<file path="config.mk">
export PLATFORM = sky130hd
export DESIGN_NAME = resilient_stage_ctrl
export DESIGN_NICKNAME = d
export VERILOG_FILES = /design/src/rtl/resilient_pkg.sv /design/src/rtl/resilient_stage_ctrl_delay_cnt.sv /design/src/rtl/resilient_stage_ctrl.sv
export SDC_FILE = /design/constraint.sdc
export NUM_CORES = 1
export LEC_CHECK = 0
export CAP_MARGIN = 20
export CORE_ASPECT_RATIO = 0.6
export CORE_MARGIN = 2
export CORE_UTILIZATION = 30
export DETAILED_ROUTE_END_ITERATION = 8
export GPL_TIMING_DRIVEN = 1
export PLACE_DENSITY_LB_ADDON = 0.12
export REMOVE_ABC_BUFFERS = 1
export SLEW_MARGIN = 20
export SYNTH_ARGS = -nofsm -noshare
export SYNTH_HDL_FRONTEND = slang
export SYNTH_SLANG_ARGS = --single-unit
export TNS_END_PERCENT = 5
</file>
<file path="constraint.sdc">
create_clock -name clk -period 1.7 [get_ports clk]
set_input_delay 0.255 -clock clk [delete_from_list [all_inputs] [get_ports clk]]
set_output_delay 0.255 -clock clk [all_outputs]
set_load 0.01 [all_outputs]
</file>
<file path="src/rtl/resilient_pkg.sv">
// Shared types and sizing helpers for the resilient pipeline stage controller.
package resilient_pkg;

  typedef enum logic [2:0] {
    IDLE   = 3'd0,
    EVAL   = 3'd1,
    SAMPLE = 3'd2,
    RECOV  = 3'd3,
    RREQ   = 3'd4,
    RWAIT  = 3'd5
  } state_t;

  // Width of the shared delay counter; it only ever holds values up to max-1.
  function automatic int unsigned dly_cnt_w(input int unsigned eval_cyc,
                                            input int unsigned recov_cyc);
    int unsigned m;
    m = (eval_cyc > recov_cyc) ? eval_cyc : recov_cyc;
    return (m > 1) ? $clog2(m) : 1;
  endfunction

endpackage

</file>
<file path="src/rtl/resilient_stage_ctrl_delay_cnt.sv">
// Loadable down-counter with zero flag, shared by the evaluation and recovery waits.
module stage_delay_cnt #(
  parameter int unsigned W = 1
) (
  input  logic         clk,
  input  logic         rst_n,
  input  logic         load,
  input  logic [W-1:0] load_val,
  input  logic         dec,
  output logic         zero
);

  logic [W-1:0] cnt;

  always_ff @(posedge clk) begin
    if (!rst_n) begin
      cnt <= '0;
    end else if (load) begin
      cnt <= load_val;
    end else if (dec && !zero) begin
      cnt <= cnt - 1'b1;
    end
  end

  assign zero = (cnt == '0);

endmodule

</file>
<file path="src/rtl/resilient_stage_ctrl.sv">
// Bundled-data resilient stage controller: capture, timed sample, error recovery,
// then forward on the right 4-phase channel.
module resilient_stage_ctrl
  import resilient_pkg::*;
#(
  parameter int unsigned DATA_W    = 8,
  parameter int unsigned ERR_W     = 2,
  parameter int unsigned EVAL_CYC  = 2,
  parameter int unsigned RECOV_CYC = 1,
  parameter int unsigned CNT_W     = 8
) (
  input  logic              clk,
  input  logic              rst_n,
  input  logic              lreq,
  output logic              lack,
  input  logic [DATA_W-1:0] ldata,
  output logic              rreq,
  input  logic              rack,
  output logic [DATA_W-1:0] rdata,
  output logic              sample,
  input  logic [ERR_W-1:0]  err,
  output logic [CNT_W-1:0]  err_cnt,
  output logic              busy
);

  localparam int unsigned CW = dly_cnt_w(EVAL_CYC, RECOV_CYC);
  localparam logic [CW-1:0] EVAL_LD  = CW'(EVAL_CYC - 1);
  localparam logic [CW-1:0] RECOV_LD = CW'(RECOV_CYC - 1);

  state_t        state, state_nxt;
  logic          capture;
  logic          cnt_load, cnt_dec, cnt_zero;
  logic [CW-1:0] cnt_ld_val;
  logic          err_hit;

  assign capture = (state == IDLE) && lreq && !lack;
  assign busy    = (state != IDLE);

  stage_delay_cnt #(.W(CW)) u_dly (
    .clk      (clk),
    .rst_n    (rst_n),
    .load     (cnt_load),
    .load_val (cnt_ld_val),
    .dec      (cnt_dec),
    .zero     (cnt_zero)
  );

  always_ff @(posedge clk) begin
    if (!rst_n) begin
      state <= IDLE;
    end else begin
      state <= state_nxt;
    end
  end

  always_comb begin
    state_nxt  = state;
    cnt_load   = 1'b0;
    cnt_ld_val = EVAL_LD;
    cnt_dec    = 1'b0;
    err_hit    = 1'b0;
    sample     = 1'b0;
    rreq       = 1'b0;
    case (state)
      IDLE: begin
        if (capture) begin
          state_nxt = EVAL;
          cnt_load  = 1'b1;
        end
      end
      EVAL: begin
        if (cnt_zero) state_nxt = SAMPLE;
        else          cnt_dec   = 1'b1;
      end
      SAMPLE: begin
        sample = 1'b1;
        if (|err) begin
          err_hit    = 1'b1;
          state_nxt  = RECOV;
          cnt_load   = 1'b1;
          cnt_ld_val = RECOV_LD;
        end else begin
          state_nxt = RREQ;
        end
      end
      RECOV: begin
        if (cnt_zero) state_nxt = RREQ;
        else          cnt_dec   = 1'b1;
      end
      RREQ: begin
        rreq = 1'b1;
        if (rack) state_nxt = RWAIT;
      end
      RWAIT: begin
        if (!rack) state_nxt = IDLE;
      end
      default: state_nxt = IDLE;
    endcase
  end

  // Left acknowledge runs on its own so an lreq fall never waits on the FSM.
  always_ff @(posedge clk) begin
    if (!rst_n) begin
      lack <= 1'b0;
    end else if (capture) begin
      lack <= 1'b1;
    end else if (lack && !lreq) begin
      lack <= 1'b0;
    end
  end

  always_ff @(posedge clk) begin
    if (!rst_n) begin
      rdata <= '0;
    end else if (capture) begin
      rdata <= ldata;
    end
  end

  always_ff @(posedge clk) begin
    if (!rst_n) begin
      err_cnt <= '0;
    end else if (err_hit && (err_cnt != '1)) begin
      err_cnt <= err_cnt + 1'b1;
    end
  end

endmodule

</file>
# After elaboration in Yosys (flattened, before gate mapping)
# Cells that the tools add are included.
# classes
add_sub_neg	2
eq_ne	11
mux	21
n_reduce_logical	14
# op_table
cell	count
3-bit two-way mux	6
3-bit one-hot mux with 6 select lines	1
1-bit two-way mux	13
2-bit inequality test, second input constant	5
8-bit by 1-bit adder with 8-bit output, second input constant	1
8-bit inequality test, second input constant	1
3-bit by 2-bit == test with 1-bit output, second input constant	2
3-bit == test, second input constant	2
1-bit logical AND	5
5-bit AND reduction	1
2-bit nonzero test	2
2-bit OR reduction	2
3-bit by 1-bit == test with 1-bit output, second input constant	1
3-bit zero test	1
3-bit nonzero test	1
1-bit zero test	2
1-bit one-hot mux with 2 select lines	1
1-bit subtractor, second input constant	1
# word_totals
ff_bits	21
input_bits	14
output_inout_bits	20
elab_cells	53

# Logic depth before layout (Yosys ltp)
# Gate-level depths: netlist of run 1.
# logic_depth
ltp_word	6
ltp_mapped	6
ltp_nobuf	5

# Hierarchy
# From an unflattened synthesis of run 1, not the netlist that was laid out.
# hier_totals
cells_unflattened	110
hier_area_um2	1074.8
# modules_own_cells
mod	n_inst	cells_each	area_each_um2	seq_area_each_um2
resilient_stage_ctrl	1	105	1026.0	400.4
stage_delay_cnt	1	5	48.8	20.0

# Worst setup path after synthesis of run 1
# OpenSTA, ideal clock, no wires.
# synth_path
path_type	reg-to-reg
start	reg state[0]
end	reg err_cnt[5]
setup_time_ps	70
arrival_time_ps	1736
required_ps	1630
slack_ps	-107
path_stages_with_launch	6
path_buffers	1
synth_period_minus_slack_ps	1807
path_cell_list	dfxtp_1 -> clkbuf_2 -> or3b_4 -> or3_4 -> or4_1 -> a21oi_1
# synth_between
elab_chain_cells	3
# synth_rtl
element	line_no	source
from (decl)	resilient_stage_ctrl.sv:30	state_t state, state_nxt;
from (signal assigned)	resilient_stage_ctrl.sv:52	state <= state_nxt;
3-bit by 2-bit == test with 1-bit output	resilient_stage_ctrl.sv:64	case (state)
1-bit two-way mux	resilient_stage_ctrl.sv:64	
1-bit logical AND	resilient_stage_ctrl.sv:123	end else if (err_hit && (err_cnt != '1)) begin
to (signal assigned)	resilient_stage_ctrl.sv:124	err_cnt <= err_cnt + 1'b1;
to (decl)	resilient_stage_ctrl.sv:22	output logic [CNT_W-1:0] err_cnt,
# No other way between the ends.
# A chain may end at the register's enable or synchronous reset.

# Worst setup path in the final report of run 1
# layout_path
start	reg state[2]
end	reg err_cnt[5]
# Same word-level chain as after synthesis.

==> report_table.html, run 1 <==
<table>
<tr><th>Metric</th><th>Value</th></tr>
<tr><th colspan="2">Status</th></tr>
<tr><td>Result of the run</td><td>complete, no violations</td></tr>
<tr><th colspan="2">Hold path</th></tr>
<tr><td>Type of the most critical hold path</td><td>reg -&gt; reg</td></tr>
<tr><td>Min-Delay Startpoint</td><td>rdata[2]</td></tr>
<tr><td>Hold path cells</td><td>2</td></tr>
<tr><th colspan="2">CTS</th></tr>
<tr><td>Hold-fix buffer count after cts</td><td>0</td></tr>
<tr><td>Total clock buffers created by CTS</td><td>3</td></tr>
<tr><td>Clock-pin slew of the registers on the worst-case setup and hold paths</td><td>80 ps</td></tr>
<tr><td>Number of buffers added for setup after CTS</td><td>0</td></tr>
<tr><td>Largest buffer count on any clock path</td><td>2</td></tr>
<tr><td>H-tree Lvls</td><td>1</td></tr>
<tr><td>Sink count of the clock tree</td><td>21</td></tr>
<tr><td>TritonCTS clock tree</td><td>built</td></tr>
<tr><td>Clock Tree Root</td><td>sky130_fd_sc_hd__clkbuf_8</td></tr>
<tr><td>Insertion delay to the later sink of the worst-skew pair</td><td>260 ps</td></tr>
<tr><th colspan="2">Die</th></tr>
<tr><td>Die boundary height</td><td>47.8 um</td></tr>
<tr><td>FP Rows</td><td>15</td></tr>
<tr><td>Overall die area</td><td>3680 um2</td></tr>
<tr><td>Ports</td><td>34</td></tr>
<tr><td>Effective utilization at floorplan</td><td>32.5%</td></tr>
<tr><td>Placeable core area</td><td>2950 um2</td></tr>
<tr><td>Horiz. Die Dim</td><td>77.0 um</td></tr>
<tr><th colspan="2">Global route</th></tr>
<tr><td>First-pass GRT wire length</td><td>4.08 mm</td></tr>
<tr><td>Remaining global-route overflow</td><td>0</td></tr>
<tr><td>Overall track demand over capacity in global routing</td><td>15.0%</td></tr>
<tr><td>Antenna violations before repair</td><td>0</td></tr>
<tr><td>Vias in the first global route</td><td>836</td></tr>
<tr><td>Largest net degree at the start of global routing</td><td>12</td></tr>
<tr><th colspan="2">Worst setup path</th></tr>
<tr><td>CP max FO</td><td>5</td></tr>
<tr><td>Crit. End Element</td><td>flip-flop</td></tr>
<tr><td>Critical path data required time</td><td>1900 ps</td></tr>
<tr><td>CP startpoint kind</td><td>flip-flop</td></tr>
<tr><td>WP data arrival</td><td>1890 ps</td></tr>
<tr><td>RR Startpoint</td><td>state[2]</td></tr>
<tr><td>Critical Path Source</td><td>state[2]</td></tr>
<tr><td>Cell count of the worst reg-to-reg path</td><td>4</td></tr>
<tr><td>Classification of the worst setup path</td><td>reg -&gt; reg</td></tr>
<tr><th colspan="2">Route</th></tr>
<tr><td>Routed wire length on met3</td><td>135 um</td></tr>
<tr><td>Detail-routed via count per cell</td><td>4.84</td></tr>
<tr><td>Wire length on met2</td><td>1.06 mm</td></tr>
<tr><td>Initial DRT Pass Iterations</td><td>4</td></tr>
<tr><td>Detail Route Antenna Nets</td><td>0</td></tr>
<tr><td>Top Layer Used</td><td>met4</td></tr>
<tr><td>Average routed wire per standard cell</td><td>12.8 um</td></tr>
<tr><td>Number of remaining DRC errors</td><td>0</td></tr>
<tr><td>Number of violations reported at the end of detailed-routing iteration 0</td><td>82</td></tr>
<tr><td>DRT met1 WL</td><td>1.44 mm</td></tr>
<tr><td>Total number of vias</td><td>1006</td></tr>
<tr><td>WL final</td><td>2.67 mm</td></tr>
<tr><th colspan="2">Power</th></tr>
<tr><td>Maximum resistive drop on vdd</td><td>0.375 mV</td></tr>
<tr><td>Cell-internal power</td><td>0.985 mW</td></tr>
<tr><td>Clock share of power</td><td>22.5%</td></tr>
<tr><td>Net switching power figure</td><td>0.466 mW</td></tr>
<tr><td>Switch share</td><td>32.1%</td></tr>
<tr><td>Power per cell area</td><td>983 nW/um2</td></tr>
<tr><td>Flop pwr share</td><td>40.7%</td></tr>
<tr><td>Total power of the final layout</td><td>1.45 mW</td></tr>
<tr><td>Leak</td><td>0.557 nW</td></tr>
<tr><td>Share of total power in combinational logic</td><td>36.8%</td></tr>
<tr><th colspan="2">Timing</th></tr>
<tr><td>Total of endpoints with negative setup slack in the final report</td><td>0</td></tr>
<tr><td>RSZ-0062 raised after global routing</td><td>true</td></tr>
<tr><td>Fin. Hold Viols</td><td>0</td></tr>
<tr><td>Sum of negative setup slack</td><td>0 ps</td></tr>
<tr><td>Clock skew after layout</td><td>4.94 ps</td></tr>
<tr><td>Maximum clock frequency</td><td>591 MHz</td></tr>
<tr><td>Worst hold slack across all endpoints</td><td>455 ps</td></tr>
<tr><td>Final period utilization</td><td>99.5%</td></tr>
<tr><td>Pin slew with the least headroom to its limit</td><td>384 ps</td></tr>
<tr><td>Final critical path time including I/O delays and setup</td><td>1690 ps</td></tr>
<tr><td>Number of pins exceeding their max-slew limit in the final report</td><td>0</td></tr>
<tr><td>Max_slew headroom</td><td>74.3%</td></tr>
<tr><th colspan="2">Place</th></tr>
<tr><td>Hpwl dp</td><td>2.02 mm</td></tr>
<tr><td># port buffers</td><td>33</td></tr>
<tr><td>RD Place Congestion</td><td>0.842</td></tr>
<tr><th colspan="2">Final layout</th></tr>
<tr><td>Number of antenna cells inserted</td><td>0</td></tr>
<tr><td>Fin util</td><td>50.1%</td></tr>
<tr><td>Area used by multi-input combinational logic</td><td>504 um2</td></tr>
<tr><td>Net count of the finished layout</td><td>182</td></tr>
<tr><td>Count of fill cells added during filler insertion</td><td>281</td></tr>
<tr><td>Fraction of layout cells with a size suffix above 1</td><td>16.3%</td></tr>
<tr><td>Sequential Area</td><td>423 um2</td></tr>
<tr><td>Layout area overhead</td><td>53.9%</td></tr>
<tr><th colspan="2">Logic synthesis</th></tr>
<tr><td>Count of flip-flops with a built-in enable after synthesis</td><td>0</td></tr>
<tr><td>Number of synthesized register bits</td><td>21</td></tr>
<tr><td>Average size of a mapped cell</td><td>8.05 um2</td></tr>
<tr><td>Synth Flop Type</td><td>sky130_fd_sc_hd__dfxtp_1</td></tr>
<tr><td>Number of cells produced by synthesis</td><td>119</td></tr>
<tr><td>Number of warnings issued by yosys</td><td>0</td></tr>
<tr><td>Synth unique cells</td><td>31</td></tr>
<tr><td>Syn Std Cell Area</td><td>958 um2</td></tr>
<tr><td>Part of the Yosys area used for sequential elements</td><td>43.9%</td></tr>
<tr><td>Post-synth ARST share</td><td>0%</td></tr>
<tr><th colspan="2">Run</th></tr>
<tr><td>Max-cap violations</td><td>0</td></tr>
</table>
-- flip-flops by register name (all words and copies together) (netlist names) --
| register | flops |
|---|---|
| err_cnt | 8 |
| state | 3 |
| rdata | 8 |
| lack | 1 |
| u_dly.cnt | 1 |
-- critical path, cell delays in order, from the launching register on --
cell,delay (ps)
sky130_fd_sc_hd__dfxtp_2,320
sky130_fd_sc_hd__or3b_4,400
sky130_fd_sc_hd__or3_4,360
sky130_fd_sc_hd__or4_1,400
sky130_fd_sc_hd__a21oi_1,140
-- Yosys cell counts (2+ instances only) --
cell type	instances	share of area [%]
sky130_fd_sc_hd__dfxtp_1	21	44
sky130_fd_sc_hd__mux2i_1	2	2.1
sky130_fd_sc_hd__nor2_1	5	2.0
sky130_fd_sc_hd__a211oi_1	2	1.6
sky130_fd_sc_hd__a21oi_1	16	8.4
sky130_fd_sc_hd__o211ai_1	2	1.6
sky130_fd_sc_hd__and3_1	3	2.0
sky130_fd_sc_hd__nand3_1	12	6.3
sky130_fd_sc_hd__nand3b_1	2	1.6
sky130_fd_sc_hd__nand2_1	16	6.3
sky130_fd_sc_hd__and4_1	2	1.8
sky130_fd_sc_hd__or2_2	2	1.3
sky130_fd_sc_hd__clkbuf_1	3	1.2
sky130_fd_sc_hd__o21ai_0	5	2.6
sky130_fd_sc_hd__inv_1	5	2.0
sky130_fd_sc_hd__nor3_1	6	3.1
-- path summary, 6_finish.rpt --
path	endpoint	slack, ps
worst max-delay path	err_cnt[5]	9
worst min-delay path	rdata[2]	450
worst max register to register	err_cnt[5]	9
worst min register to register	rdata[2]	450
-- power groups by stage --
stage / clock network [mW] / registers [mW] / logic [mW]
floorplan: 0 / 0.634 / 0.229
global placement: 0 / 0.597 / 0.545
detailed placement: 0 / 0.601 / 0.546
CTS: 0.347 / 0.589 / 0.531
global route: 0.366 / 0.600 / 0.583
finish: 0.326 / 0.591 / 0.534
-- final cells by class --
cell class / count / share of cell area [%]
Timing Repair Buffer: 47 / 29.0
Tap cell: 42 / 3.56
Clock buffer: 4 / 3.05
Sequential cell: 21 / 28.7
Multi-Input combinational cell: 88 / 34.2
Inverter: 6 / 1.53
-- per-layer routing --
layer  global-route usage (%)  vias up
met3                     4.15        4
met1                     22.3      460
met2                     20.5       27
met4                     5.36        0
met5                        0        -
li1                         -      515
-- logic make-up (layout without fill, tap and decap cells) --
kind of cell | after synthesis | count (layout) | synth area share (%)
compound gates | 27 | 27 | 15.5
xor+xnor | 1 | 1 | 0.914
fa+ha+maj | 1 | 1 | 1.31
buf+inv | 10 | 57 | 4.05
flops | 21 | 21 | 43.9
mux | 2 | 2 | 2.09
simple gates | 57 | 57 | 32.2
-- cell usage in the layout, fill, tap and decap left out, types with 2 or more instances in the layout --
cell / n
sky130_fd_sc_hd__nor2_1: 5
sky130_fd_sc_hd__clkbuf_8: 3
sky130_fd_sc_hd__nor3_1: 5
sky130_fd_sc_hd__and4_1: 2
sky130_fd_sc_hd__dfxtp_1: 19
sky130_fd_sc_hd__a211oi_1: 2
sky130_fd_sc_hd__dfxtp_2: 2
sky130_fd_sc_hd__nand2_1: 16
sky130_fd_sc_hd__inv_1: 5
sky130_fd_sc_hd__clkdlybuf4s50_1: 30
sky130_fd_sc_hd__or2_2: 2
sky130_fd_sc_hd__o21ai_0: 5
sky130_fd_sc_hd__nand3_1: 12
sky130_fd_sc_hd__o211ai_1: 2
sky130_fd_sc_hd__a21oi_1: 16
sky130_fd_sc_hd__and3_1: 3
sky130_fd_sc_hd__mux2i_1: 2
sky130_fd_sc_hd__buf_4: 14
sky130_fd_sc_hd__nand3b_1: 2
sky130_fd_sc_hd__dlygate4sd2_1: 2
-- metrics by stage --
step | area, um2 | worst slack, ps | cells
floorplan | 942 | -108 | 115
global placement | 1430 | -51.6 | 204
detailed placement | 1430 | -89.5 | 204
CTS | 1470 | 5.62 | 208
global route | 1480 | -32.6 | 208
finish | 1480 | 9.17 | 208
-- timing repair --
| action | CTS | global route |
|---|---|---|
| pin swaps | 1 | 0 |
| resized for setup | 6 | 3 |
| setup endpoints to repair | 4 | 2 |
Note: power is estimated with default switching activity, not from simulation.
==> inputs of run 2 (changes only) <==
--- a/config.mk
+++ b/config.mk
@@ -12,7 +12,6 @@
 export DETAILED_ROUTE_END_ITERATION = 8
 export GPL_TIMING_DRIVEN = 1
 export PLACE_DENSITY_LB_ADDON = 0.12
-export REMOVE_ABC_BUFFERS = 1
 export SLEW_MARGIN = 20
 export SYNTH_ARGS = -nofsm -noshare
 export SYNTH_HDL_FRONTEND = slang
==> run 2 against run 1 <==
  * Sequential share of layout area grew 0.27 points
  * Routed wire length down 3.2%
  * Register-to-register slack is essentially flat
  * Clock skew is 1.9 ps lower
  * Utilization fell by 0.47 points
  * Die area stayed put
  * Worst setup slack worse by 1.4 ps
  * Critical path type unchanged
  * Critical endpoint unchanged
  * Largest power group unchanged
==> report_table.html, run 2 (synthesis gave the netlist of run 1 again) <==
<table>
<tr><th>Metric</th><th>Value</th></tr>
<tr><th colspan="2">Timing</th></tr>
<tr><td>Maximum clock frequency</td><td>591 MHz (about the same)</td></tr>
<tr><td>Final period utilization</td><td>99.5% (about the same)</td></tr>
<tr><td>Max_slew headroom</td><td>75.2% (was 74.3%)</td></tr>
<tr><td>Pin slew with the least headroom to its limit</td><td>371 ps (was 384 ps)</td></tr>
<tr><td>RSZ-0062 raised after global routing</td><td>true (unchanged)</td></tr>
<tr><td>Clock skew after layout</td><td>3.09 ps (was 4.94 ps)</td></tr>
<tr><td>Total of endpoints with negative setup slack in the final report</td><td>0 (unchanged)</td></tr>
<tr><td>Fin. Hold Viols</td><td>0 (unchanged)</td></tr>
<tr><td>Final setup margin</td><td>7.76 ps (was 9.17 ps)</td></tr>
<tr><td>Sum of negative setup slack</td><td>0 ps (unchanged)</td></tr>
<tr><td>Number of pins exceeding their max-slew limit in the final report</td><td>0 (unchanged)</td></tr>
<tr><td>Final critical path time including I/O delays and setup</td><td>1690 ps (about the same)</td></tr>
<tr><th colspan="2">CTS</th></tr>
<tr><td>Sink count of the clock tree</td><td>21 (unchanged)</td></tr>
<tr><td>TritonCTS clock tree</td><td>built (unchanged)</td></tr>
<tr><td>Insertion delay to the later sink of the worst-skew pair</td><td>260 ps (about the same)</td></tr>
<tr><td>Clock Tree Root</td><td>sky130_fd_sc_hd__clkbuf_8 (unchanged)</td></tr>
<tr><td>Clock-pin slew of the registers on the worst-case setup and hold paths</td><td>80 ps (about the same)</td></tr>
<tr><td>Number of buffers added for setup after CTS</td><td>0 (unchanged)</td></tr>
<tr><td>Total clock buffers created by CTS</td><td>3 (unchanged)</td></tr>
<tr><td>Largest buffer count on any clock path</td><td>2 (unchanged)</td></tr>
<tr><td>H-tree Lvls</td><td>1 (unchanged)</td></tr>
<tr><td>Hold-fix buffer count after cts</td><td>0 (unchanged)</td></tr>
<tr><th colspan="2">Final layout</th></tr>
<tr><td>Net count of the finished layout</td><td>179 (was 182)</td></tr>
<tr><td>Fin util</td><td>49.6% (was 50.1%)</td></tr>
<tr><td>Commonest non-fill, non-tap cell in the layout</td><td>sky130_fd_sc_hd__clkdlybuf4s50_1 (unchanged)</td></tr>
<tr><td>Layout area overhead</td><td>52.5% (was 53.9%)</td></tr>
<tr><td>Largest registers ranked by flip-flop count</td><td>err_cnt (8), rdata (8), state (3) (unchanged)</td></tr>
<tr><td>Commonest non-fill, non-tap cells in the layout</td><td>sky130_fd_sc_hd__clkdlybuf4s50_1 (30), sky130_fd_sc_hd__dfxtp_1 (19), sky130_fd_sc_hd__nand2_1 (16), sky130_fd_sc_hd__a21oi_1 (15), sky130_fd_sc_hd__nand3_1 (12) (was sky130_fd_sc_hd__clkdlybuf4s50_1 (30), sky130_fd_sc_hd__dfxtp_1 (19), sky130_fd_sc_hd__nand2_1 (16), sky130_fd_sc_hd__a21oi_1 (16), sky130_fd_sc_hd__buf_4 (14))</td></tr>
<tr><td>Number of antenna cells inserted</td><td>0 (unchanged)</td></tr>
<tr><td>Fraction of layout cells with a size suffix above 1</td><td>16.6% (was 16.3%)</td></tr>
<tr><th colspan="2">Worst setup path</th></tr>
<tr><td>Crit. End Element</td><td>flip-flop (unchanged)</td></tr>
<tr><td>WP data arrival</td><td>1890 ps (about the same)</td></tr>
<tr><td>Reg-to-reg setup timing slack</td><td>8 ps (was 9 ps)</td></tr>
<tr><td>Critical Path Source</td><td>state[1] (was state[2])</td></tr>
<tr><td>RR Startpoint</td><td>state[1] (was state[2])</td></tr>
<tr><td>Classification of the worst setup path</td><td>reg -&gt; reg (unchanged)</td></tr>
<tr><td>CP max FO</td><td>5 (unchanged)</td></tr>
<tr><td>Critical path data required time</td><td>1900 ps (about the same)</td></tr>
<tr><td>CP startpoint kind</td><td>flip-flop (unchanged)</td></tr>
<tr><th colspan="2">Global route</th></tr>
<tr><td>Overall track demand over capacity in global routing</td><td>14.6% (was 15.0%)</td></tr>
<tr><td>First-pass GRT wire length</td><td>4.00 mm (was 4.08 mm)</td></tr>
<tr><td>Vias in the first global route</td><td>832 (was 836)</td></tr>
<tr><td>Antenna violations before repair</td><td>0 (unchanged)</td></tr>
<tr><td>Remaining global-route overflow</td><td>0 (unchanged)</td></tr>
<tr><td>Largest net degree at the start of global routing</td><td>13 (was 12)</td></tr>
<tr><th colspan="2">Place</th></tr>
<tr><td># port buffers</td><td>33 (unchanged)</td></tr>
<tr><td>Hpwl dp</td><td>1.98 mm (was 2.02 mm)</td></tr>
<tr><td>Worst-case setup slack after placement</td><td>-55.3 ps (was -89.5 ps)</td></tr>
<tr><td>RD Place Congestion</td><td>0.864 (was 0.842)</td></tr>
<tr><th colspan="2">Power</th></tr>
<tr><td>Power per cell area</td><td>984 nW/um2 (was 983 nW/um2)</td></tr>
<tr><td>Total power of the final layout</td><td>1.44 mW (was 1.45 mW)</td></tr>
<tr><td>Cell-internal power</td><td>0.976 mW (was 0.985 mW)</td></tr>
<tr><td>Leak</td><td>0.546 nW (was 0.557 nW)</td></tr>
<tr><td>Net switching power figure</td><td>0.462 mW (was 0.466 mW)</td></tr>
<tr><td>Switch share</td><td>32.1% (about the same)</td></tr>
<tr><td>Flop pwr share</td><td>41.5% (was 40.7%)</td></tr>
<tr><td>Clock share of power</td><td>22.7% (was 22.5%)</td></tr>
<tr><td>Maximum resistive drop on vdd</td><td>0.392 mV (was 0.375 mV)</td></tr>
<tr><td>Share of total power in combinational logic</td><td>35.8% (was 36.8%)</td></tr>
<tr><th colspan="2">Hold path</th></tr>
<tr><td>Min-Delay Startpoint</td><td>rdata[3] (was rdata[2])</td></tr>
<tr><td>Type of the most critical hold path</td><td>reg -&gt; reg (unchanged)</td></tr>
<tr><th colspan="2">Die</th></tr>
<tr><td>Overall die area</td><td>3680 um2 (unchanged)</td></tr>
<tr><td>Die boundary height</td><td>47.8 um (unchanged)</td></tr>
<tr><td>FP Rows</td><td>15 (unchanged)</td></tr>
<tr><td>Effective utilization at floorplan</td><td>32.5% (unchanged)</td></tr>
<tr><td>Placeable core area</td><td>2950 um2 (unchanged)</td></tr>
<tr><td>Horiz. Die Dim</td><td>77.0 um (unchanged)</td></tr>
<tr><td>Ports</td><td>34 (unchanged)</td></tr>
<tr><th colspan="2">Route</th></tr>
<tr><td>Detail Route Antenna Nets</td><td>0 (unchanged)</td></tr>
<tr><td>Initial DRT Pass Iterations</td><td>4 (unchanged)</td></tr>
<tr><td>Average routed wire per standard cell</td><td>12.6 um (was 12.8 um)</td></tr>
<tr><td>WL final</td><td>2.58 mm (was 2.67 mm)</td></tr>
<tr><td>Number of violations reported at the end of detailed-routing iteration 0</td><td>111 (was 82)</td></tr>
<tr><td>Detail-routed via count per cell</td><td>4.82 (was 4.84)</td></tr>
<tr><td>Number of remaining DRC errors</td><td>0 (unchanged)</td></tr>
<tr><td>Total number of vias</td><td>988 (was 1006)</td></tr>
<tr><th colspan="2">Status</th></tr>
<tr><td>Result of the run</td><td>complete, no violations (unchanged)</td></tr>
<tr><th colspan="2">Run</th></tr>
<tr><td>Max-cap violations</td><td>0 (unchanged)</td></tr>
<tr><th colspan="2">Logic synthesis</th></tr>
<tr><td>Post-Synthesis Net Count</td><td>134</td></tr>
</table>
==> run 2: cell types whose count changed in the layout (fill, tap and decap cells not counted), sizes merged <==
cell / delta
buf: -4
clkinv: +1
==> run 2: worst max-delay path: stages (launching register included) <==
cell	delay (ps)
sky130_fd_sc_hd__dfxtp_2	350
sky130_fd_sc_hd__or3b_4	390
sky130_fd_sc_hd__or3_4	360
sky130_fd_sc_hd__or4_4	420
sky130_fd_sc_hd__a21oi_2	120
==> run 2: worst paths after layout <==
| path | end | depth (start not counted) |
|---|---|---|
| max | err_cnt[5] | 4 |
| min | rdata[3] | 2 |
| max reg2reg | err_cnt[5] | 4 |
| min reg2reg | rdata[3] | 2 |
==> run 2: timing repair <==
| item | 4_1_cts | 5_1_grt |
|---|---|---|
| hold endpoints to repair | 0 | 0 |
| gates resized for setup | 5 | 5 |
| setup endpoints to repair | 4 | 3 |
==> run 2: per-stage QoR <==
stage	instance area (um2)	hold slack [ps]	std cells
floorplan	967	371	119
global placement	1410	443	201
detailed placement	1410	446	201
CTS	1450	457	205
global route	1460	481	205
finish	1460	456	205
==> run 2: routing by layer <==
layer,GRT usage (%),routed length [um],vias to the layer above
met5,0,0,-
met4,4.29,0,0
met3,5.09,193,0
met2,21.2,1050,25
met1,20.6,1340,452
li1,-,-,511
==> run 2: power groups by stage <==
stage,Clock [mW],Combinational (mW),Sequential [mW]
detailed placement,0,0.533,0.605
CTS,0.337,0.523,0.596
global placement,0,0.533,0.604
floorplan,0,0.271,0.619
global route,0.357,0.571,0.604
finish,0.327,0.515,0.596
==> run 2: layout make-up <==
type / instances / area (um2)
clock buffers: 3 / 41.3
clock inverters: 1 / 5.00
fillers: 294 / 1490
inverters: 6 / 22.5
multi-input cells: 88 / 512
flip-flops and latches: 21 / 423
well taps: 42 / 52.6
repair buffers: 44 / 405
==> inputs of run 3 (changes only) <==
--- a/config.mk
+++ b/config.mk
@@ -15,5 +15,6 @@
 export SLEW_MARGIN = 20
 export SYNTH_ARGS = -nofsm -noshare
 export SYNTH_HDL_FRONTEND = slang
+export SYNTH_HIERARCHICAL = 1
 export SYNTH_SLANG_ARGS = --single-unit
 export TNS_END_PERCENT = 5
==> run 3 against run 2 <==
  * Maximum frequency rose by 11%
  * Clock-buffer cell count unchanged
  * Clock power decreased by 2%
  * Final area increased by 5.2%
  * Via count shrank 7.7%
  * Combinational power shrank 6.2%
  * Total power is 1.0% lower
  * Final cell count fell by 5.9%
  * First-iteration DRC count decreased by 69%
  * Synthesized cell count is 7.6% lower
  * Sequential share of layout area down 1.2 points
  * Critical path depth shrank 3
  * Critical path type is now reg -> out
==> report_table.html, run 3 <==
<table>
<tr><th>Metric</th><th>Value</th></tr>
<tr><th colspan="2">CTS</th></tr>
<tr><td>Number of buffers added for setup after CTS</td><td>0 (unchanged)</td></tr>
<tr><td>Hold-fix buffer count after cts</td><td>0 (unchanged)</td></tr>
<tr><td>Largest buffer count on any clock path</td><td>2 (unchanged)</td></tr>
<tr><td>Clock Tree Root</td><td>sky130_fd_sc_hd__clkbuf_8 (unchanged)</td></tr>
<tr><td>Clock-pin slew of the registers on the worst-case setup and hold paths</td><td>80 ps (about the same)</td></tr>
<tr><td>Number of resized instances in the post-cts repair step</td><td>4 (was 5)</td></tr>
<tr><td>TritonCTS clock tree</td><td>built (unchanged)</td></tr>
<tr><td>Total clock buffers created by CTS</td><td>3 (unchanged)</td></tr>
<tr><td>H-tree Lvls</td><td>1 (unchanged)</td></tr>
<tr><td>Insertion delay to the later sink of the worst-skew pair</td><td>260 ps (about the same)</td></tr>
<tr><td>Sink count of the clock tree</td><td>21 (unchanged)</td></tr>
<tr><th colspan="2">Logic synthesis</th></tr>
<tr><td>Average size of a mapped cell</td><td>9.77 um2 (was 8.05 um2)</td></tr>
<tr><td>Number of warnings issued by yosys</td><td>6 (was 0)</td></tr>
<tr><td>Cell type with the largest total area after synthesis</td><td>sky130_fd_sc_hd__dfxtp_1 (unchanged)</td></tr>
<tr><td>Area contributors post-synth</td><td>sky130_fd_sc_hd__dfxtp_1 (39%), sky130_fd_sc_hd__mux2i_1 (9.3%), sky130_fd_sc_hd__nor2b_1 (4.7%) (was sky130_fd_sc_hd__dfxtp_1 (44%), sky130_fd_sc_hd__a21oi_1 (8.4%), sky130_fd_sc_hd__nand3_1 (6.3%))</td></tr>
<tr><td>Most instantiated library cell after synthesis</td><td>sky130_fd_sc_hd__dfxtp_1 (unchanged)</td></tr>
<tr><td>Part of the Yosys area used for sequential elements</td><td>39.1% (was 43.9%)</td></tr>
<tr><td>Leading cell types by count after synthesis</td><td>sky130_fd_sc_hd__dfxtp_1 (21), sky130_fd_sc_hd__mux2i_1 (10), sky130_fd_sc_hd__nor2b_1 (8) (was sky130_fd_sc_hd__dfxtp_1 (21), sky130_fd_sc_hd__a21oi_1 (16), sky130_fd_sc_hd__nand2_1 (16))</td></tr>
<tr><td>Simple-gate portion of the synthesized area</td><td>29.1% (was 32.2%)</td></tr>
<tr><td>Number of cells produced by synthesis</td><td>110 (was 119)</td></tr>
<tr><td>Post-synth ARST share</td><td>0% (unchanged)</td></tr>
<tr><td>Share of Yosys cell area claimed by the top area cell type</td><td>39.1% (was 43.9%)</td></tr>
<tr><td>Count of flip-flops with a built-in enable after synthesis</td><td>0 (unchanged)</td></tr>
<tr><td>Largest family of logic cells by synthesized area</td><td>simple AND/OR/NAND/NOR gates (unchanged)</td></tr>
<tr><td>Number of synthesized register bits</td><td>21 (unchanged)</td></tr>
<tr><td>Post-Synthesis Net Count</td><td>125 (was 134)</td></tr>
<tr><td>Fraction of synthesized area in multiplexers</td><td>9.31% (was 2.09%)</td></tr>
<tr><td>Post-synthesis xor/xnor area fraction</td><td>0% (was 0.914%)</td></tr>
<tr><td>Syn Std Cell Area</td><td>1070 um2 (was 958 um2)</td></tr>
<tr><td>Share of the synthesized area in compound gates (AO/OA/AOI/OAI)</td><td>15.7% (was 15.5%)</td></tr>
<tr><td>Post-synthesis adder-cell area fraction</td><td>1.16% (was 1.31%)</td></tr>
<tr><td>Synth unique cells</td><td>39 (was 31)</td></tr>
<tr><td>Synth Flop Type</td><td>sky130_fd_sc_hd__dfxtp_1 (unchanged)</td></tr>
<tr><th colspan="2">Timing</th></tr>
<tr><td>Max_slew headroom</td><td>68.3% (was 75.2%)</td></tr>
<tr><td>Fin. Hold Viols</td><td>0 (unchanged)</td></tr>
<tr><td>Maximum clock frequency</td><td>654 MHz (was 591 MHz)</td></tr>
<tr><td>RSZ-0062 raised after global routing</td><td>false (was true)</td></tr>
<tr><td>Total of endpoints with negative setup slack in the final report</td><td>0 (unchanged)</td></tr>
<tr><td>Clock skew after layout</td><td>2.11 ps (was 3.09 ps)</td></tr>
<tr><td>Sum of negative setup slack</td><td>0 ps (unchanged)</td></tr>
<tr><td>Final critical path time including I/O delays and setup</td><td>1530 ps (was 1690 ps)</td></tr>
<tr><td>Number of pins exceeding their max-slew limit in the final report</td><td>0 (unchanged)</td></tr>
<tr><td>Final setup margin</td><td>171 ps (was 7.76 ps)</td></tr>
<tr><td>Pin slew with the least headroom to its limit</td><td>474 ps (was 371 ps)</td></tr>
<tr><td>Final period utilization</td><td>90.0% (was 99.5%)</td></tr>
<tr><th colspan="2">Worst setup path</th></tr>
<tr><td>WP data arrival</td><td>1270 ps (was 1890 ps)</td></tr>
<tr><td>Slowest stage delay, CP</td><td>580 ps (was 420 ps)</td></tr>
<tr><td>CP max FO</td><td>6 (was 5)</td></tr>
<tr><td>Cell-by-cell trace of the critical path</td><td>clkdlybuf4s50_1 (was or3b_4 &gt; or3_4 &gt; or4_4 &gt; a21oi_2)</td></tr>
<tr><td>CP startpoint kind</td><td>flip-flop (unchanged)</td></tr>
<tr><td>Classification of the worst setup path</td><td>reg -&gt; out (was reg -&gt; reg)</td></tr>
<tr><td>RR Startpoint</td><td>state[2] (was state[1])</td></tr>
<tr><td>Worst R2R End</td><td>err_cnt[6] (was err_cnt[5])</td></tr>
<tr><td>Critical path data required time</td><td>1440 ps (was 1900 ps)</td></tr>
<tr><td>Cell count of the worst reg-to-reg path</td><td>6 (was 4)</td></tr>
<tr><td>Crit. End Element</td><td>output pin (was flip-flop)</td></tr>
<tr><td>Largest delay contributor family on the critical path</td><td>buffers and inverters (was simple AND/OR/NAND/NOR gates)</td></tr>
<tr><td>Buffers and inverters on the worst path</td><td>1 (was 0)</td></tr>
<tr><td>Library cell contributing the largest single delay on the critical path</td><td>sky130_fd_sc_hd__clkdlybuf4s50_1 (was sky130_fd_sc_hd__or4_4)</td></tr>
<tr><td>Reg-to-reg setup timing slack</td><td>340 ps (was 8 ps)</td></tr>
<tr><th colspan="2">Route</th></tr>
<tr><td>Top Layer Used</td><td>met4 (was met3)</td></tr>
<tr><td>Average routed wire per standard cell</td><td>11.7 um (was 12.6 um)</td></tr>
<tr><td>DRT met1 WL</td><td>1.16 mm (was 1.34 mm)</td></tr>
<tr><td>Initial DRT Pass Iterations</td><td>4 (unchanged)</td></tr>
<tr><td>Detail-routed via count per cell</td><td>4.73 (was 4.82)</td></tr>
<tr><td>Total number of vias</td><td>912 (was 988)</td></tr>
<tr><td>Detail Route Antenna Nets</td><td>0 (unchanged)</td></tr>
<tr><td>WL final</td><td>2.25 mm (was 2.58 mm)</td></tr>
<tr><td>Wire length on met2</td><td>935 um (was 1.05 mm)</td></tr>
<tr><td>Number of remaining DRC errors</td><td>0 (unchanged)</td></tr>
<tr><td>Routed wire length on met3</td><td>124 um (was 193 um)</td></tr>
<tr><td>Number of violations reported at the end of detailed-routing iteration 0</td><td>34 (was 111)</td></tr>
<tr><th colspan="2">Place</th></tr>
<tr><td># port buffers</td><td>33 (unchanged)</td></tr>
<tr><td>Hpwl dp</td><td>1.71 mm (was 1.98 mm)</td></tr>
<tr><td>RD Place Congestion</td><td>0.668 (was 0.864)</td></tr>
<tr><td>Worst-case setup slack after placement</td><td>77.8 ps (was -55.3 ps)</td></tr>
<tr><td>Standard cell area after detailed placement</td><td>1480 um2 (was 1410 um2)</td></tr>
<tr><th colspan="2">Power</th></tr>
<tr><td>Power per cell area</td><td>926 nW/um2 (was 984 nW/um2)</td></tr>
<tr><td>Maximum resistive drop on vdd</td><td>0.371 mV (was 0.392 mV)</td></tr>
<tr><td>Share of total power in combinational logic</td><td>33.9% (was 35.8%)</td></tr>
<tr><td>Cell-internal power</td><td>0.992 mW (was 0.976 mW)</td></tr>
<tr><td>Flop pwr share</td><td>43.4% (was 41.5%)</td></tr>
<tr><td>Clock share of power</td><td>22.6% (was 22.7%)</td></tr>
<tr><td>Net switching power figure</td><td>0.432 mW (was 0.462 mW)</td></tr>
<tr><td>Leak</td><td>0.674 nW (was 0.546 nW)</td></tr>
<tr><td>Switch share</td><td>30.3% (was 32.1%)</td></tr>
<tr><th colspan="2">Die</th></tr>
<tr><td>Overall die area</td><td>4090 um2 (was 3680 um2)</td></tr>
<tr><td>Horiz. Die Dim</td><td>81.3 um (was 77.0 um)</td></tr>
<tr><td>Placeable core area</td><td>3340 um2 (was 2950 um2)</td></tr>
<tr><td>FP Rows</td><td>16 (was 15)</td></tr>
<tr><td>Effective utilization at floorplan</td><td>32.1% (was 32.5%)</td></tr>
<tr><td>Die boundary height</td><td>50.4 um (was 47.8 um)</td></tr>
<tr><td>Ports</td><td>34 (unchanged)</td></tr>
<tr><th colspan="2">Hold path</th></tr>
<tr><td>Capture endpoint of the worst hold path</td><td>u_dly/cnt (was rdata[3])</td></tr>
<tr><td>Hold path cells</td><td>2 (unchanged)</td></tr>
<tr><td>Type of the most critical hold path</td><td>reg -&gt; reg (unchanged)</td></tr>
<tr><td>Min-Delay Startpoint</td><td>u_dly/cnt (was rdata[3])</td></tr>
<tr><th colspan="2">Final layout</th></tr>
<tr><td>Commonest non-fill, non-tap cell in the layout</td><td>sky130_fd_sc_hd__clkdlybuf4s50_1 (unchanged)</td></tr>
<tr><td>Count of fill cells added during filler insertion</td><td>316 (was 294)</td></tr>
<tr><td>Fin util</td><td>46.0% (was 49.6%)</td></tr>
<tr><td>Number of antenna cells inserted</td><td>0 (unchanged)</td></tr>
<tr><td>Fraction of layout cells with a size suffix above 1</td><td>14.9% (was 16.6%)</td></tr>
<tr><td>Layout area overhead</td><td>43.1% (was 52.5%)</td></tr>
<tr><td>Commonest non-fill, non-tap cells in the layout</td><td>sky130_fd_sc_hd__clkdlybuf4s50_1 (30), sky130_fd_sc_hd__dfxtp_1 (18), sky130_fd_sc_hd__mux2i_1 (10), sky130_fd_sc_hd__nor2b_1 (8) (was sky130_fd_sc_hd__clkdlybuf4s50_1 (30), sky130_fd_sc_hd__dfxtp_1 (19), sky130_fd_sc_hd__nand2_1 (16), sky130_fd_sc_hd__a21oi_1 (15), sky130_fd_sc_hd__nand3_1 (12))</td></tr>
<tr><td>Final non-filler cell area</td><td>1540 um2 (was 1460 um2)</td></tr>
<tr><td>Net count of the finished layout</td><td>164 (was 179)</td></tr>
<tr><td>Largest registers ranked by flip-flop count</td><td>err_cnt (8), rdata (8), state (3) (unchanged)</td></tr>
<tr><th colspan="2">Global route</th></tr>
<tr><td>Antenna violations before repair</td><td>0 (unchanged)</td></tr>
<tr><td>First-pass GRT wire length</td><td>3.77 mm (was 4.00 mm)</td></tr>
<tr><td>Vias in the first global route</td><td>821 (was 832)</td></tr>
<tr><td>Remaining global-route overflow</td><td>0 (unchanged)</td></tr>
<tr><td>Overall track demand over capacity in global routing</td><td>12.1% (was 14.6%)</td></tr>
<tr><td>Largest net degree at the start of global routing</td><td>15 (was 13)</td></tr>
<tr><th colspan="2">Status</th></tr>
<tr><td>Result of the run</td><td>complete, no violations (unchanged)</td></tr>
<tr><th colspan="2">Run</th></tr>
<tr><td>Max-cap violations</td><td>0 (unchanged)</td></tr>
</table>
run 3: cell types whose count changed after synthesis, sizes merged, moves of 3 or more:
| cell | previous run | this run |
|---|---|---|
| nand2b | 1 | 5 |
| mux2i | 2 | 10 |
| nor2b | 0 | 8 |
| a21oi | 16 | 4 |
| buf | 0 | 4 |
| nand2 | 16 | 7 |
| nor3 | 6 | 3 |
| nand3 | 12 | 7 |
run 3: area by class of cell:
cell class	instances	area, um2	share of cell area [%]
clock inverters	1	5.00	0.325
well taps	45	56.3	3.66
inverters	5	21.3	1.38
repair buffers	40	387	25.1
flip-flops and latches	21	427	27.7
clock buffers	3	41.3	2.69
multi-input cells	78	601	39.1
run 3: layer usage:
metal | up-vias | GRT usage (%)
li1 | 475 | -
met1 | 413 | 17.2
met2 | 22 | 16.9
met3 | 2 | 4.68
met4 | 0 | 3.39
met5 | - | 0
run 3: tightest hold or removal path: stages (launching register included):
cell,delay (ps)
sky130_fd_sc_hd__dfxtp_1,300
sky130_fd_sc_hd__inv_1,90
sky130_fd_sc_hd__o41ai_2,80
run 3: power groups by stage:
stage | Clock, mW | Sequential [mW] | Combinational [mW]
floorplan | 0 | 0.602 | 0.325
global placement | 0 | 0.618 | 0.485
detailed placement | 0 | 0.621 | 0.487
CTS | 0.339 | 0.612 | 0.487
global route | 0.370 | 0.632 | 0.528
finish | 0.322 | 0.619 | 0.483
run 3: how the worst max path moves through the flow:
| stage | slack (ps) | startpoint | depth (start not counted) | endpoint |
|---|---|---|---|---|
| after floorplan | 290 | err_cnt[0] | 4 | err_cnt[0] |
| after global placement | 120 | err[1] | 6 | u_dly/cnt |
| after detailed placement | 80 | err[1] | 6 | u_dly/cnt |
| after CTS | 20 | state[1] | 3 | busy |
| after global routing | 110 | err_cnt[2] | 1 | err_cnt[2] |
| final | 170 | err_cnt[4] | 1 | err_cnt[4] |
run 3: cell families after synthesis:
family / after synthesis
AO/OA/AOI/OAI: 20
adder cells (fa/ha/maj): 1
buffers and inverters: 11
flip-flops: 21
multiplexers: 10
AND/OR/NAND/NOR: 47
run 3: stage by stage:
| stage | std cells | total power [mW] | hold slack [ps] |
|---|---|---|---|
| finish | 193 | 1.42 | 512 |
| detailed placement | 189 | 1.11 | 502 |
| floorplan | 110 | 0.926 | 388 |
| global placement | 189 | 1.10 | 487 |
| global route | 193 | 1.53 | 539 |
| CTS | 193 | 1.44 | 503 |
